### src/rtl/linalg_pkg.sv
// Shared definitions for the linalg datapath blocks: element width,
// transpose mode encoding and a counter-width helper.
package linalg_pkg;

    localparam int FP32_W = 32;

    typedef enum logic {PASS = 1'b0, TRANSPOSE = 1'b1} tr_mode_t;

    // $clog2 that never returns 0, so a single-entry range still gets a 1-bit counter.
    function automatic int clog2_min1(input int v);
        return (v <= 2) ? 1 : $clog2(v);
    endfunction

endpackage

### src/rtl/mat_bank_ram.sv
// One matrix bank: M*N words, synchronous write at (row,col), combinational
// read at (row,col). Kept asynchronous-read so it maps onto distributed RAM.
module mat_bank_ram
    import linalg_pkg::*;
#(
    parameter int M  = 2,
    parameter int N  = 3,
    parameter int W  = FP32_W,
    parameter int CW = 2
) (
    input  logic          clk,
    input  logic          we_i,
    input  logic [CW-1:0] wr_row_i,
    input  logic [CW-1:0] wr_col_i,
    input  logic [W-1:0]  wr_data_i,
    input  logic [CW-1:0] rd_row_i,
    input  logic [CW-1:0] rd_col_i,
    output logic [W-1:0]  rd_data_o
);

    // Flat storage rounded up to a power of two so the address width matches the depth exactly.
    localparam int AW = clog2_min1(M * N);

    logic [W-1:0]  mem_q [2**AW];
    logic [AW-1:0] wr_addr;
    logic [AW-1:0] rd_addr;

    assign wr_addr = AW'(wr_row_i) * AW'(N) + AW'(wr_col_i);
    assign rd_addr = AW'(rd_row_i) * AW'(N) + AW'(rd_col_i);

    always_ff @(posedge clk) begin
        if (we_i) begin
            mem_q[wr_addr] <= wr_data_i;
        end
    end

    assign rd_data_o = mem_q[rd_addr];

endmodule

### src/rtl/mat_transpose_stream.sv
// Streaming ping-pong matrix transpose: one bank loads row-major while the
// other drains either transposed or unchanged, per the mode latched at load.
module mat_transpose_stream
    import linalg_pkg::*;
#(
    parameter int M = 2,
    parameter int N = 3,
    parameter int W = FP32_W
) (
    input  logic         clk,
    input  logic         rst_n,
    input  logic         in_valid,
    output logic         in_ready,
    input  logic [W-1:0] in_data,
    input  logic         in_transpose,
    output logic         out_valid,
    input  logic         out_ready,
    output logic [W-1:0] out_data,
    output logic         out_last,
    output logic         out_transposed
);

    localparam int CW = clog2_min1((M > N) ? M : N);
    localparam logic [CW-1:0] M_LAST = CW'(M - 1);
    localparam logic [CW-1:0] N_LAST = CW'(N - 1);

    logic          wr_bank_q, wr_bank_d;
    logic [CW-1:0] wr_r_q, wr_r_d, wr_c_q, wr_c_d;
    logic [1:0]    full_q, full_d;
    logic [1:0]    tmode_q, tmode_d;
    logic          rd_bank_q, rd_bank_d;
    logic [CW-1:0] o_q, o_d, i_q, i_d;
    logic          out_valid_q, out_valid_d;
    logic [W-1:0]  out_data_q, out_data_d;
    logic          out_last_q, out_last_d;
    logic          out_tr_q, out_tr_d;

    logic          wr_fire, wr_last, load, rd_last;
    tr_mode_t      rd_mode;
    logic [CW-1:0] in_lim, out_lim, rd_row, rd_col;
    logic [W-1:0]  rd_data;
    logic [W-1:0]  bank_rd_data [2];

    assign in_ready = !full_q[wr_bank_q];
    assign wr_fire  = in_valid && in_ready;
    assign wr_last  = (wr_r_q == M_LAST) && (wr_c_q == N_LAST);

    // Transposed drain walks columns outer / rows inner; pass-through walks rows outer.
    assign rd_mode  = tr_mode_t'(tmode_q[rd_bank_q]);
    assign in_lim   = (rd_mode == TRANSPOSE) ? M_LAST : N_LAST;
    assign out_lim  = (rd_mode == TRANSPOSE) ? N_LAST : M_LAST;
    assign rd_row   = (rd_mode == TRANSPOSE) ? i_q : o_q;
    assign rd_col   = (rd_mode == TRANSPOSE) ? o_q : i_q;
    assign rd_last  = (i_q == in_lim) && (o_q == out_lim);
    assign load     = (!out_valid_q || out_ready) && full_q[rd_bank_q];
    assign rd_data  = bank_rd_data[rd_bank_q];

    for (genvar gi = 0; gi < 2; gi++) begin : g_bank
        mat_bank_ram #(.M(M), .N(N), .W(W), .CW(CW)) u_bank (
            .clk       (clk),
            .we_i      (wr_fire && (wr_bank_q == 1'(gi))),
            .wr_row_i  (wr_r_q),
            .wr_col_i  (wr_c_q),
            .wr_data_i (in_data),
            .rd_row_i  (rd_row),
            .rd_col_i  (rd_col),
            .rd_data_o (bank_rd_data[gi])
        );
    end

    always_comb begin
        wr_bank_d   = wr_bank_q;
        wr_r_d      = wr_r_q;
        wr_c_d      = wr_c_q;
        full_d      = full_q;
        tmode_d     = tmode_q;
        rd_bank_d   = rd_bank_q;
        o_d         = o_q;
        i_d         = i_q;
        out_valid_d = out_valid_q;
        out_data_d  = out_data_q;
        out_last_d  = out_last_q;
        out_tr_d    = out_tr_q;

        if (wr_fire) begin
            if ((wr_r_q == '0) && (wr_c_q == '0)) begin
                tmode_d[wr_bank_q] = in_transpose;
            end
            if (wr_c_q == N_LAST) begin
                wr_c_d = '0;
                wr_r_d = (wr_r_q == M_LAST) ? '0 : wr_r_q + CW'(1);
            end else begin
                wr_c_d = wr_c_q + CW'(1);
            end
            if (wr_last) begin
                full_d[wr_bank_q] = 1'b1;
                wr_bank_d         = ~wr_bank_q;
            end
        end

        // Write completion and read completion always target different banks.
        if (load) begin
            out_valid_d = 1'b1;
            out_data_d  = rd_data;
            out_last_d  = rd_last;
            out_tr_d    = rd_mode;
            if (i_q == in_lim) begin
                i_d = '0;
                o_d = (o_q == out_lim) ? '0 : o_q + CW'(1);
            end else begin
                i_d = i_q + CW'(1);
            end
            if (rd_last) begin
                full_d[rd_bank_q] = 1'b0;
                rd_bank_d         = ~rd_bank_q;
            end
        end else if (out_ready) begin
            out_valid_d = 1'b0;
        end
    end

    always_ff @(posedge clk) begin
        if (!rst_n) begin
            wr_bank_q   <= 1'b0;
            wr_r_q      <= '0;
            wr_c_q      <= '0;
            full_q      <= '0;
            tmode_q     <= '0;
            rd_bank_q   <= 1'b0;
            o_q         <= '0;
            i_q         <= '0;
            out_valid_q <= 1'b0;
            out_data_q  <= '0;
            out_last_q  <= 1'b0;
            out_tr_q    <= 1'b0;
        end else begin
            wr_bank_q   <= wr_bank_d;
            wr_r_q      <= wr_r_d;
            wr_c_q      <= wr_c_d;
            full_q      <= full_d;
            tmode_q     <= tmode_d;
            rd_bank_q   <= rd_bank_d;
            o_q         <= o_d;
            i_q         <= i_d;
            out_valid_q <= out_valid_d;
            out_data_q  <= out_data_d;
            out_last_q  <= out_last_d;
            out_tr_q    <= out_tr_d;
        end
    end

    assign out_valid      = out_valid_q;
    assign out_data       = out_data_q;
    assign out_last       = out_last_q;
    assign out_transposed = out_tr_q;

endmodule
### config.mk
export PLATFORM = sky130hd
export DESIGN_NAME = mat_transpose_stream
export DESIGN_NICKNAME = d
export VERILOG_FILES = /design/src/rtl/linalg_pkg.sv /design/src/rtl/mat_bank_ram.sv /design/src/rtl/mat_transpose_stream.sv
export SDC_FILE = /design/constraint.sdc
export NUM_CORES = 1
export LEC_CHECK = 0
export CORE_ASPECT_RATIO = 1.1
export CORE_MARGIN = 2
export CORE_UTILIZATION = 55
export CTS_BUF_LIST = sky130_fd_sc_hd__clkbuf_16
export CTS_CLUSTER_DIAMETER = 30
export DETAILED_ROUTE_END_ITERATION = 10
export PLACE_DENSITY = 0.81
export SLEW_MARGIN = 20
export SYNTH_ARGS = -nofsm -noshare
export SYNTH_HDL_FRONTEND = slang
export SYNTH_SLANG_ARGS = --single-unit
### constraint.sdc
create_clock -name clk -period 4.3 [get_ports clk]
set_clock_uncertainty 0.2 [all_clocks]
set_input_delay 0.86 -clock clk [delete_from_list [all_inputs] [get_ports clk]]
set_output_delay 0.86 -clock clk [all_outputs]
set_load 0.03 [all_outputs]
Yosys cells after proc, flatten, opt, wreduce, memory -nomap -nowiden --
Memory sizes are Yosys's and may differ from the RTL's. Index checks and enable logic that the tools add are counted.
Cells by class: muxes and demuxes 32, reduce and logical (&&, ||, !) cells 20, bitwise logic cells 6, $lt $le $gt $ge 5, multiply operators 2, add/subtract/negate cells 6, equal/unequal tests 4
Operators with widths (number):
- two-way mux 32 bit | 3
- two-way mux 2 bit | 12
- two-way mux 1 bit | 14
- AND reduction 2 bit | 5
- logical AND 1 bit | 9
- adder 2 x 1 -> 2 bit, second input constant | 4
- adder 3 x 2 -> 3 bit | 2
- multiplier 2 x 2 -> 3 bit, second input constant | 2
- == test 2 bit | 2
- logical NOT 2 bit | 2
- < comparator 1 x 2 -> 1 bit, second input constant | 2
- AND 2 bit | 1
- bitwise mux 2 bit | 1
- demux 1 bit (select 1 bit) | 2
- == test 2 x 1 -> 1 bit, second input constant | 1
- == test 2 bit, second input constant | 1
- >= comparator 1 bit, second input constant | 2
- >= comparator 2 bit, second input constant | 1
- logical NOT 1 bit | 2
- inverter 1 bit | 2
- inverter 1 -> 2 bit | 1
- inverter 2 bit | 1
- OR 2 bit | 1
- nonzero test 2 bit | 1
- logical OR 1 bit | 1
Word-level totals: RAM bits 512, word-level logic and storage cells 89, output and inout bits 36, memories kept 2, bits in registers 49, input bits 37
Memory list:
- g_bank[0].u_bank.mem_q | depth 8, bits a word 32, read ports 1, clocked after Yosys merged registers in 0, wr ports 1, line mat_bank_ram.sv:24 | logic [W-1:0] mem_q [2**AW];
- g_bank[1].u_bank.mem_q | depth 8, bits a word 32, read ports 1, clocked after Yosys merged registers in 0, wr ports 1, line mat_bank_ram.sv:24

Logic depth before layout (Yosys ltp) --
Gate-level depths: netlist (run 1).
depth after elaboration 10, mapped depth 13, depth with buffers taken out 10

By module --
From an unflattened synthesis (run 1), not the netlist that was laid out.
Second synthesis, totals: cell total of the unflattened synthesis 1039, area total of the unflattened synthesis 22245.1 um^2
By module, submodules not included:
- mat_bank_ram (g_bank[0].u_bank) | sequential area each 7687.4 um^2, times used 1, area an instance 9982.1 um^2, cells an instance 398
- mat_bank_ram (g_bank[1].u_bank) | sequential area each 7687.4 um^2, times used 1, area an instance 9857.0 um^2, cells an instance 398
- mat_transpose_stream | sequential area each 980.9 um^2, times used 1, area an instance 2406.1 um^2, cells an instance 243

Least setup slack after synthesis (run 1) --
Ideal clock, no wire load.
kind register to register, start register wr_r_q[0], end memory g_bank[0].u_bank.mem_q[4][0] in the netlist's numbering, enable pin, path buffers 0, data required time 3.639 ns, data arrival time 3.900 ns, period minus slack after synthesis 4.561 ns, slack -0.261 ns, stages on the path, launching flop included 9, library setup time 0.461 ns, cells stage by stage dfxtp_1 inv_1 fa_1 inv_1 ha_1 xnor2_1 xnor2_1 nand2_1 nor3_1
On the way: longest elaborated chain between the ends 2
Ends and longest elaborated chain:
- from (decl) | line mat_transpose_stream.sv:28 | logic [CW-1:0] wr_r_q, wr_r_d, wr_c_q, wr_c_d;
- from (signal assigned) | line mat_transpose_stream.sv:138 | wr_r_q <= wr_r_d;
- multiplier 2 x 2 -> 3 bit | line mat_bank_ram.sv:28 | assign wr_addr = AW'(wr_row_i) * AW'(N) + AW'(wr_col_i);
- adder 3 x 2 -> 3 bit | line mat_bank_ram.sv:28
- to (decl) | line mat_bank_ram.sv:24
Every way passes these cells.

Worst setup path after layout (run 1) --
start register rd_bank_q, end register out_data_q[21] (netlist: out_data[21])
On the way: longest elaborated chain between the ends 9, elaborated cells on any way between the ends 15, those cells by class 1 x add/sub; 1 x mul; 9 x mux; 1 x bitwise; 1 x reduce/logical; 2 x memory
Ends and longest elaborated chain:
- from (decl) | line mat_transpose_stream.sv:31 | logic rd_bank_q, rd_bank_d;
- from (signal assigned) | line mat_transpose_stream.sv:142 | rd_bank_q <= rd_bank_d;
- two-way mux 1 bit (not written as such) (2 in a row) | line mat_transpose_stream.sv:49 | assign rd_mode = tr_mode_t'(tmode_q[rd_bank_q]);
- two-way mux 2 bit | line mat_transpose_stream.sv:52 | assign rd_row = (rd_mode == TRANSPOSE) ? i_q : o_q;
- multiplier 2 x 2 -> 3 bit | line mat_bank_ram.sv:29 | assign rd_addr = AW'(rd_row_i) * AW'(N) + AW'(rd_col_i);
- adder 3 x 2 -> 3 bit | line mat_bank_ram.sv:29
- memory read (8 x 32 bit)
- two-way mux 32 bit (not written as such) (3 in a row) | line mat_transpose_stream.sv:56 | assign rd_data = bank_rd_data[rd_bank_q];
- to (signal assigned) | line mat_transpose_stream.sv:146 | out_data_q <= out_data_d;
- to (decl) | line mat_transpose_stream.sv:34 | logic [W-1:0] out_data_q, out_data_d;
Several ways; a longest one is shown, not always the timed one. The select of a mux whose other input is x is not followed. A chain may end at the register's enable or synchronous reset.

==> summary.txt, run 1 <==
Worst hold path
  • Worst hold path cell count: 1
  • Min-delay worst type: reg2reg

Worst setup path
  • CP Capture Type: flip-flop
  • Register-to-Register Path Depth: 10
  • Crit Path Class: reg2reg
  • Startpoint type of the worst setup path: flip-flop
  • Required @ worst endpoint: 4.59 ns
  • Crit path DAT: 4.23 ns
  • Largest driver fanout on the critical path: 34

Layout
  • Fraction of layout cells with a size suffix above 1: 26.93%
  • Most common library cell in the layout ignoring fill and taps: edfxtp_1
  • Highest-count cells in the layout ignoring fill and taps: edfxtp_1, mux4_2, clkbuf_16
  • Layout overhead on the synthesized area: 21.69%
  • Seq. cell area: 0.01636 sq mm
  • Area used by multi-input combinational logic: 0.005029 sq mm
  • Fillcell total: 2236
  • NumNets Final: 1253

Floorplan
  • Placement Rows: 76
  • Overall die height: 211.5 microns
  • Initial cell density of the core: 55.36%
  • Area of the placeable core: 0.03889 sq mm
  • Overall die area: 0.04074 sq mm
  • X dimension of the die: 192.6 microns
  • Ports placed on the boundary: 73

Route
  • Iteration count of the initial detailed-routing pass: 5
  • Total via count in the routed design: 11295
  • Vias per std cell: 6.314
  • DRC violations left: 0
  • Average wire length per cell after detail routing: 28.20 microns
  • Detailed Route WL: 50.46 mm
  • Initial DRC count: 1362
  • Number of nets with antenna violations after detailed routing: 0

Synthesis
  • Simple-gate portion of the synthesized area: 3.353%
  • Average cell area after synthesis: 20.22 sq um
  • Yosys top cell by area: edfxtp_1
  • Most used DFF post-synth: edfxtp_1
  • Dominant combinational cell family by area after synthesis: multiplexers
  • Portion of the post-synthesis area used by sequential elements: 75.97%
  • Multiplexer share of the synthesized area: 15.37%
  • Synth area leaders: edfxtp_1, mux4_2, dfxtp_1
  • Synth warn: 0
  • Post-Syn Instances: 1065
  • Number of flops mapped to enable cells by yosys: 512
  • Yosys top cell area share: 71.41%
  • Number of register bits inferred by synthesis: 561
  • Post-Synth XOR/XNOR Area: 0.3719%
  • Async SR Flop Fraction: 0%
  • Synthesized-area fraction occupied by ao, oa, aoi and oai cells: 2.883%
  • Netlist area before placement: 0.02153 sq mm
  • Number of nets produced by synthesis: 1111
  • Unique cell type count in the Yosys netlist: 40
  • Arithmetic-cell share of the synthesized area counting full adders, half adders and majority gates: 0.5928%

STA
  • Ratio of final minimum period to clock period: 91.67%
  • Final-report max-slew violation count: 0
  • Unrepaired setup endpoints after global routing: false
  • Slew HR: 22.86%
  • Setup TNS: 0 ns
  • Slew @ Worst Pin: 1.157 ns
  • Highest clock frequency the design can meet: 253.7 MHz
  • Final period demand of the worst path: 3.942 ns
  • Final setup violating endpoints: 0
  • Number of failing hold endpoints at the final stage: 0

CTS
  • Post-CTS setup buffers: 0
  • H-Tree Level Count: 3
  • Clock latency at the later pin of the worst-skew pair: 0.62 ns
  • Number of sinks driven by the clock tree: 561
  • CTS Root Buffer Type: clkbuf_16
  • Count of hold-fix buffers inserted at cts: 0
  • Post-CTS clock slew at the launch and capture registers of the worst setup and hold paths: 0.05 ns
  • Post-CTS resize count: 0
  • Clock tree from TritonCTS: done
  • Clock buffer depth: 3
  • Total CTS buffers: 88

Global routing
  • Total global routing track utilization: 26.04%
  • Antenna violations before repair: 0
  • Maximum number of pins on one net before global-route repair: 85
  • Number of global-route vias before repair: 12009
  • Overflow left after global routing: 0
  • Global-route wire length before repair: 75.71 mm

Place
  • # port buffers: 72
  • Placer Congestion: 0.7719
  • HPWL Detailed: 26.72 mm

Power and ir drop
  • Total power after layout: 13280 uW
  • Static leakage power: 0.008564 uW
  • PwrDens: 506.9 mW/mm^2
  • Worst voltage drop across the vdd grid: 0.3495 mV

Run status
  • Result of the run: finished clean

Job
  • Number of maximum-capacitance violations: 0
[report_power, final]
group	internal (uW)	leakage [uW]	switching [uW]
clock network	4380	0.00147	2610
logic	80.4	0.00207	174
registers	6020	0.00502	17.4
total	10500	0.00856	2800
[Yosys cell counts (2+ instances only)]
cell type and count:
mux2i_1 38, fa_1 2, nand2_1 74, nor3_1 38, a21oi_1 44, dfxtp_1 49
a221o_1 32, nor2_1 29, nor3b_1 2, xnor2_1 5, nand4b_1 2, inv_1 8
a31oi_1 2, nor2b_1 4, buf_6 4, o21ai_0 4, ha_1 7, nand2b_1 3
edfxtp_1 512, mux2i_4 2, buf_2 18, nand4_1 2, clkbuf_1 35, mux4_2 128
a211oi_1 2, buf_1 5
[kinds of logic (layout without fill, tap and decap cells)]
logic type | Yosys count | count (layout)
DFF | 561 | 561
muxes | 168 | 168
and+or+nand+nor | 162 | 162
AOI/OAI and AO/OA | 88 | 88
buffers and inverters | 70 | 286
adders and majority gates | 9 | 9
xor gates and xnor gates | 7 | 7
other | 0 | 1
[metrics by stage]
stage	util [%]	std cells	hold WS (ns)	setup WS [ns]	cell area [sq um]
2_1_floorplan	-	1065	0.2627	0.5958	21550
3_3_place_gp	59.75	1624	0.2738	0.5782	23240
3_5_place_dp	59.75	1624	0.2811	0.4927	23240
4_1_cts	67.36	1788	0.2931	0.3723	26200
5_1_grt	67.36	1788	0.3062	0.1966	26200
6_report	67.37	1789	0.2845	0.3584	26200
[area by class of cell]
class	count	share of cell area [%]
Clock inverter	73	2.607
Sequential cell	561	62.43
Antenna cell	1	0.009551
Clock buffer	91	8.691
Timing Repair Buffer	114	4.527
Multi-Input combinational cell	434	19.19
Inverter	8	0.1194
Tap cell	507	2.421
[worst paths after layout]
kind                            slack [ns]                        end                     start
worst max-delay path                  0.36  out_data[21]$_SDFFE_PN0P_    rd_bank_q$_SDFFE_PN0P_
worst min-delay path                  0.28   out_data[9]$_SDFFE_PN0P_  out_data[9]$_SDFFE_PN0P_
worst max register to register        0.36  out_data[21]$_SDFFE_PN0P_    rd_bank_q$_SDFFE_PN0P_
worst min register to register        0.28   out_data[9]$_SDFFE_PN0P_  out_data[9]$_SDFFE_PN0P_
[flip-flops by register name, indices dropped and copies added (netlist names), 2 cells and up]
signal / count
full_q: 2
g_bank.u_bank.mem_q: 512
i_q: 2
o_q: 2
out_data: 32
tmode_q: 2
wr_c_q: 2
wr_r_q: 2
[critical path, stage by stage (launching register included)]
cell and delay (ns):
dfxtp_2 0.36, mux2i_4 0.49, mux2i_4 0.42, fa_1 0.47, inv_1 0.10, ha_4 0.13, xor2_1 0.12, xnor2_4 0.83
buf_12 0.30, nor3_1 0.09, a221o_1 0.32
[layer usage]
layer | GRT usage (%) | share of wire [%] | up-vias
met5 | 0 | 0 | -
met4 | 12.32 | 3.7 | 0
met3 | 4.526 | 7.7 | 123
met2 | 43.53 | 52 | 652
met1 | 33.40 | 37 | 5822
li1 | - | - | 4698
Power figures use the tool's default switching activity.
==> run 2: changes to the inputs <==
--- a/config.mk
+++ b/config.mk
@@ -11,6 +11,7 @@
 export CTS_BUF_LIST = sky130_fd_sc_hd__clkbuf_16
 export CTS_CLUSTER_DIAMETER = 30
 export DETAILED_ROUTE_END_ITERATION = 10
+export GPL_ROUTABILITY_DRIVEN = 0
 export PLACE_DENSITY = 0.81
 export SLEW_MARGIN = 20
 export SYNTH_ARGS = -nofsm -noshare
==> results of run 2 <==
No change in the layout: final DEF, timing and power equal those of run 1.
==> run 3: changes to the inputs <==
--- a/config.mk
+++ b/config.mk
@@ -13,6 +13,7 @@
 export DETAILED_ROUTE_END_ITERATION = 10
 export GPL_ROUTABILITY_DRIVEN = 0
 export PLACE_DENSITY = 0.81
+export SETUP_SLACK_MARGIN = 0.3
 export SLEW_MARGIN = 20
 export SYNTH_ARGS = -nofsm -noshare
 export SYNTH_HDL_FRONTEND = slang
==> summary.txt, run 3 (synthesis gave the netlist of run 1 again) <==
CTS
  • H-Tree Level Count: 3 (unchanged)
  • Clock buffer depth: 3 (unchanged)
  • CTS Root Buffer Type: clkbuf_16
  • Total CTS buffers: 88 (unchanged)
  • Count of hold-fix buffers inserted at cts: 0 (unchanged)
  • Clock latency at the later pin of the worst-skew pair: 0.62 ns (about the same)
  • Number of sinks driven by the clock tree: 561 (unchanged)
  • Clock tree from TritonCTS: done
  • Post-CTS clock slew at the launch and capture registers of the worst setup and hold paths: 0.05 ns (about the same)

Layout
  • Fraction of layout cells with a size suffix above 1: 27.29% (+0.36 points)
  • NumNets Final: 1258 (+0.40%)
  • Post-route insts no fill: 1793 (+0.22%)
  • Diodes inserted: 0 (-1)
  • Highest-count cells in the layout ignoring fill and taps: edfxtp_1, mux4_2, clkbuf_16
  • Design area: 0.02626 sq mm (+0.24%)
  • Number of flip-flops in the largest register: 512 (unchanged)
  • Layout overhead on the synthesized area: 21.99%
  • Largest register by flop count: g_bank.u_bank.mem_q
  • Most common library cell in the layout ignoring fill and taps: edfxtp_1

Worst setup path
  • Capturing point of the worst reg2reg path: out_data[21]$_SDFFE_PN0P_
  • Launching point of the worst reg2reg path: rd_bank_q$_SDFFE_PN0P_
  • CP Capture Type: flip-flop
  • Crit path max-delay family: multiplexers
  • Critical path's slowest cell: fa_1
  • Crit Path Class: reg2reg
  • Cell type with the highest occurrence count on the critical path: buf_12
  • Largest driver fanout on the critical path: 84 (+150%)
  • Count of buffering cells on the critical path with inverters included: 3 (+1)
  • R2r setup slk: 0.45 ns (+0.09 ns)
  • Crit path DAT: 4.14 ns (-0.09 ns)
  • Worst path cell trace: mux2i_4 > buf_12 > nor2b_1 > a21oi_1 > fa_1 > inv_1 > ha_4 > buf_12 > mux4_2 > mux2i_1 > nor3_1 > a221o_1
  • Longest individual stage delay on the worst path: 0.54 ns (-0.29 ns)
  • Required @ worst endpoint: 4.59 ns (about the same)
  • Register-to-Register Path Depth: 12 (+2)
  • Startpoint type of the worst setup path: flip-flop

Worst hold path
  • Min-delay worst type: reg2reg
  • End point of the most critical hold path: out_data[9]$_SDFFE_PN0P_
  • Critical hold path startpoint: out_data[9]$_SDFFE_PN0P_
  • Worst hold path cell count: 1 (unchanged)

Power and ir drop
  • PwrDens: 506.1 mW/mm^2 (-0.17%)
  • Static leakage power: 0.008596 uW (+0.38%)
  • Worst voltage drop across the vdd grid: 0.3497 mV (about the same)
  • Total power after layout: 13290 uW (about the same)

Place
  • Placement-stage cell area: 0.02324 sq mm (unchanged)
  • Placed cell count: 1624 (unchanged)
  • HPWL Detailed: 26.72 mm (unchanged)
  • # port buffers: 72 (unchanged)

Floorplan
  • Overall die height: 211.5 microns (unchanged)
  • Initial cell density of the core: 55.36% (unchanged)
  • Ports placed on the boundary: 73 (unchanged)
  • Overall die area: 0.04074 sq mm (unchanged)
  • Placement Rows: 76 (unchanged)
  • X dimension of the die: 192.6 microns (unchanged)
  • Area of the placeable core: 0.03889 sq mm (unchanged)

STA
  • Slew @ Worst Pin: 1.153 ns (-0.004654 ns)
  • Ratio of final minimum period to clock period: 89.58% (-2.1 points)
  • Setup TNS: 0 ns (unchanged)
  • Slew HR: 23.17% (+0.31 points)
  • Final setup violating endpoints: 0 (unchanged)
  • Unrepaired setup endpoints after global routing: false
  • Highest clock frequency the design can meet: 259.6 MHz (+2.3%)
  • Final-report max-slew violation count: 0 (unchanged)
  • Final period demand of the worst path: 3.852 ns (-0.08950 ns)
  • Number of failing hold endpoints at the final stage: 0 (unchanged)

Global routing
  • Grt met1 use: 33.40% (unchanged)
  • Routing usage on met3: 4.526% (unchanged)
  • Grt met2 use: 43.53% (unchanged)
  • Number of global-route vias before repair: 12009 (unchanged)
  • Maximum number of pins on one net before global-route repair: 85 (unchanged)
  • Antenna violations before repair: 0 (unchanged)
  • Total global routing track utilization: 26.04% (unchanged)
  • Most used routing layer: met2
  • Overflow left after global routing: 0 (unchanged)
  • Global-route wire length before repair: 75.71 mm (unchanged)

Route
  • Number of nets with antenna violations after detailed routing: 0 (unchanged)
  • Vias per std cell: 6.347 (+0.53%)
  • DRC violations left: 0 (unchanged)
  • Initial DRC count: 1432 (+5.1%)
  • Iteration count of the initial detailed-routing pass: 5 (unchanged)
  • Average wire length per cell after detail routing: 28.51 microns (+1.1%)
  • Detailed Route WL: 51.11 mm (+1.3%)
  • Total via count in the routed design: 11380 (+0.75%)

Run status
  • Result of the run: finished clean

Job
  • Number of maximum-capacitance violations: 0 (unchanged)
==> run 3: repair_timing <==
| action | CTS | global route |
|---|---|---|
| gates resized for setup | 0 | 1 |
| setup buffers | 0 | 4 |
| endpoints found under the setup margin | 0 | 17 |
==> run 3: report_power, final <==
group | switching (uW) | internal [uW] | leakage (uW)
logic | 174 | 83.5 | 0.00211
registers | 17.4 | 6020 | 0.00502
clock network | 2620 | 4380 | 0.00147
total | 2810 | 10500 | 0.00860
==> run 3: cell type report <==
cell class              count  area (sq um)
clock buffers              91          2277
flip-flops and latches    561         16360
repair buffers            118          1229
multi-input cells         435          5052
fillers                  2232         12630
clock inverters            73         683.2
well taps                 507         634.4
inverters                   8         31.28
==> run 3: how the worst max path moves through the flow <==
stage,startpoint,endpoint,slack [ns],depth (start not counted)
2_1_floorplan,wr_r_q[0]$_SDFFE_PN0P_,g_bank[0].u_bank.mem_q[7][0]$_DFFE_PP_,0.60,8
3_3_place_gp,rd_bank_q$_SDFFE_PN0P_,out_data[4]$_SDFFE_PN0P_,0.58,10
5_1_grt,rd_bank_q$_SDFFE_PN0P_,out_data[21]$_SDFFE_PN0P_,0.35,12
6_report,rd_bank_q$_SDFFE_PN0P_,out_data[21]$_SDFFE_PN0P_,0.45,12
4_1_cts,rd_bank_q$_SDFFE_PN0P_,out_data[21]$_SDFFE_PN0P_,0.37,10
3_5_place_dp,rd_bank_q$_SDFFE_PN0P_,out_data[21]$_SDFFE_PN0P_,0.49,10
==> run 3: stage by stage <==
stage	hold slack (ns)	util [%]	setup slack, ns
after floorplan	0.2627	-	0.5958
after global placement	0.2738	59.75	0.5782
after detailed placement	0.2811	59.75	0.4927
after CTS	0.2931	67.36	0.3723
after global routing	0.3062	67.53	0.3456
final	0.2845	67.53	0.4479
==> run 3: per-layer routing <==
metal / vias up / wire, microns
met1: 5828 / 18330
met5: - / 0
met2: 724 / 26650
met4: 0 / 1869
met3: 129 / 4265
li1: 4699 / -
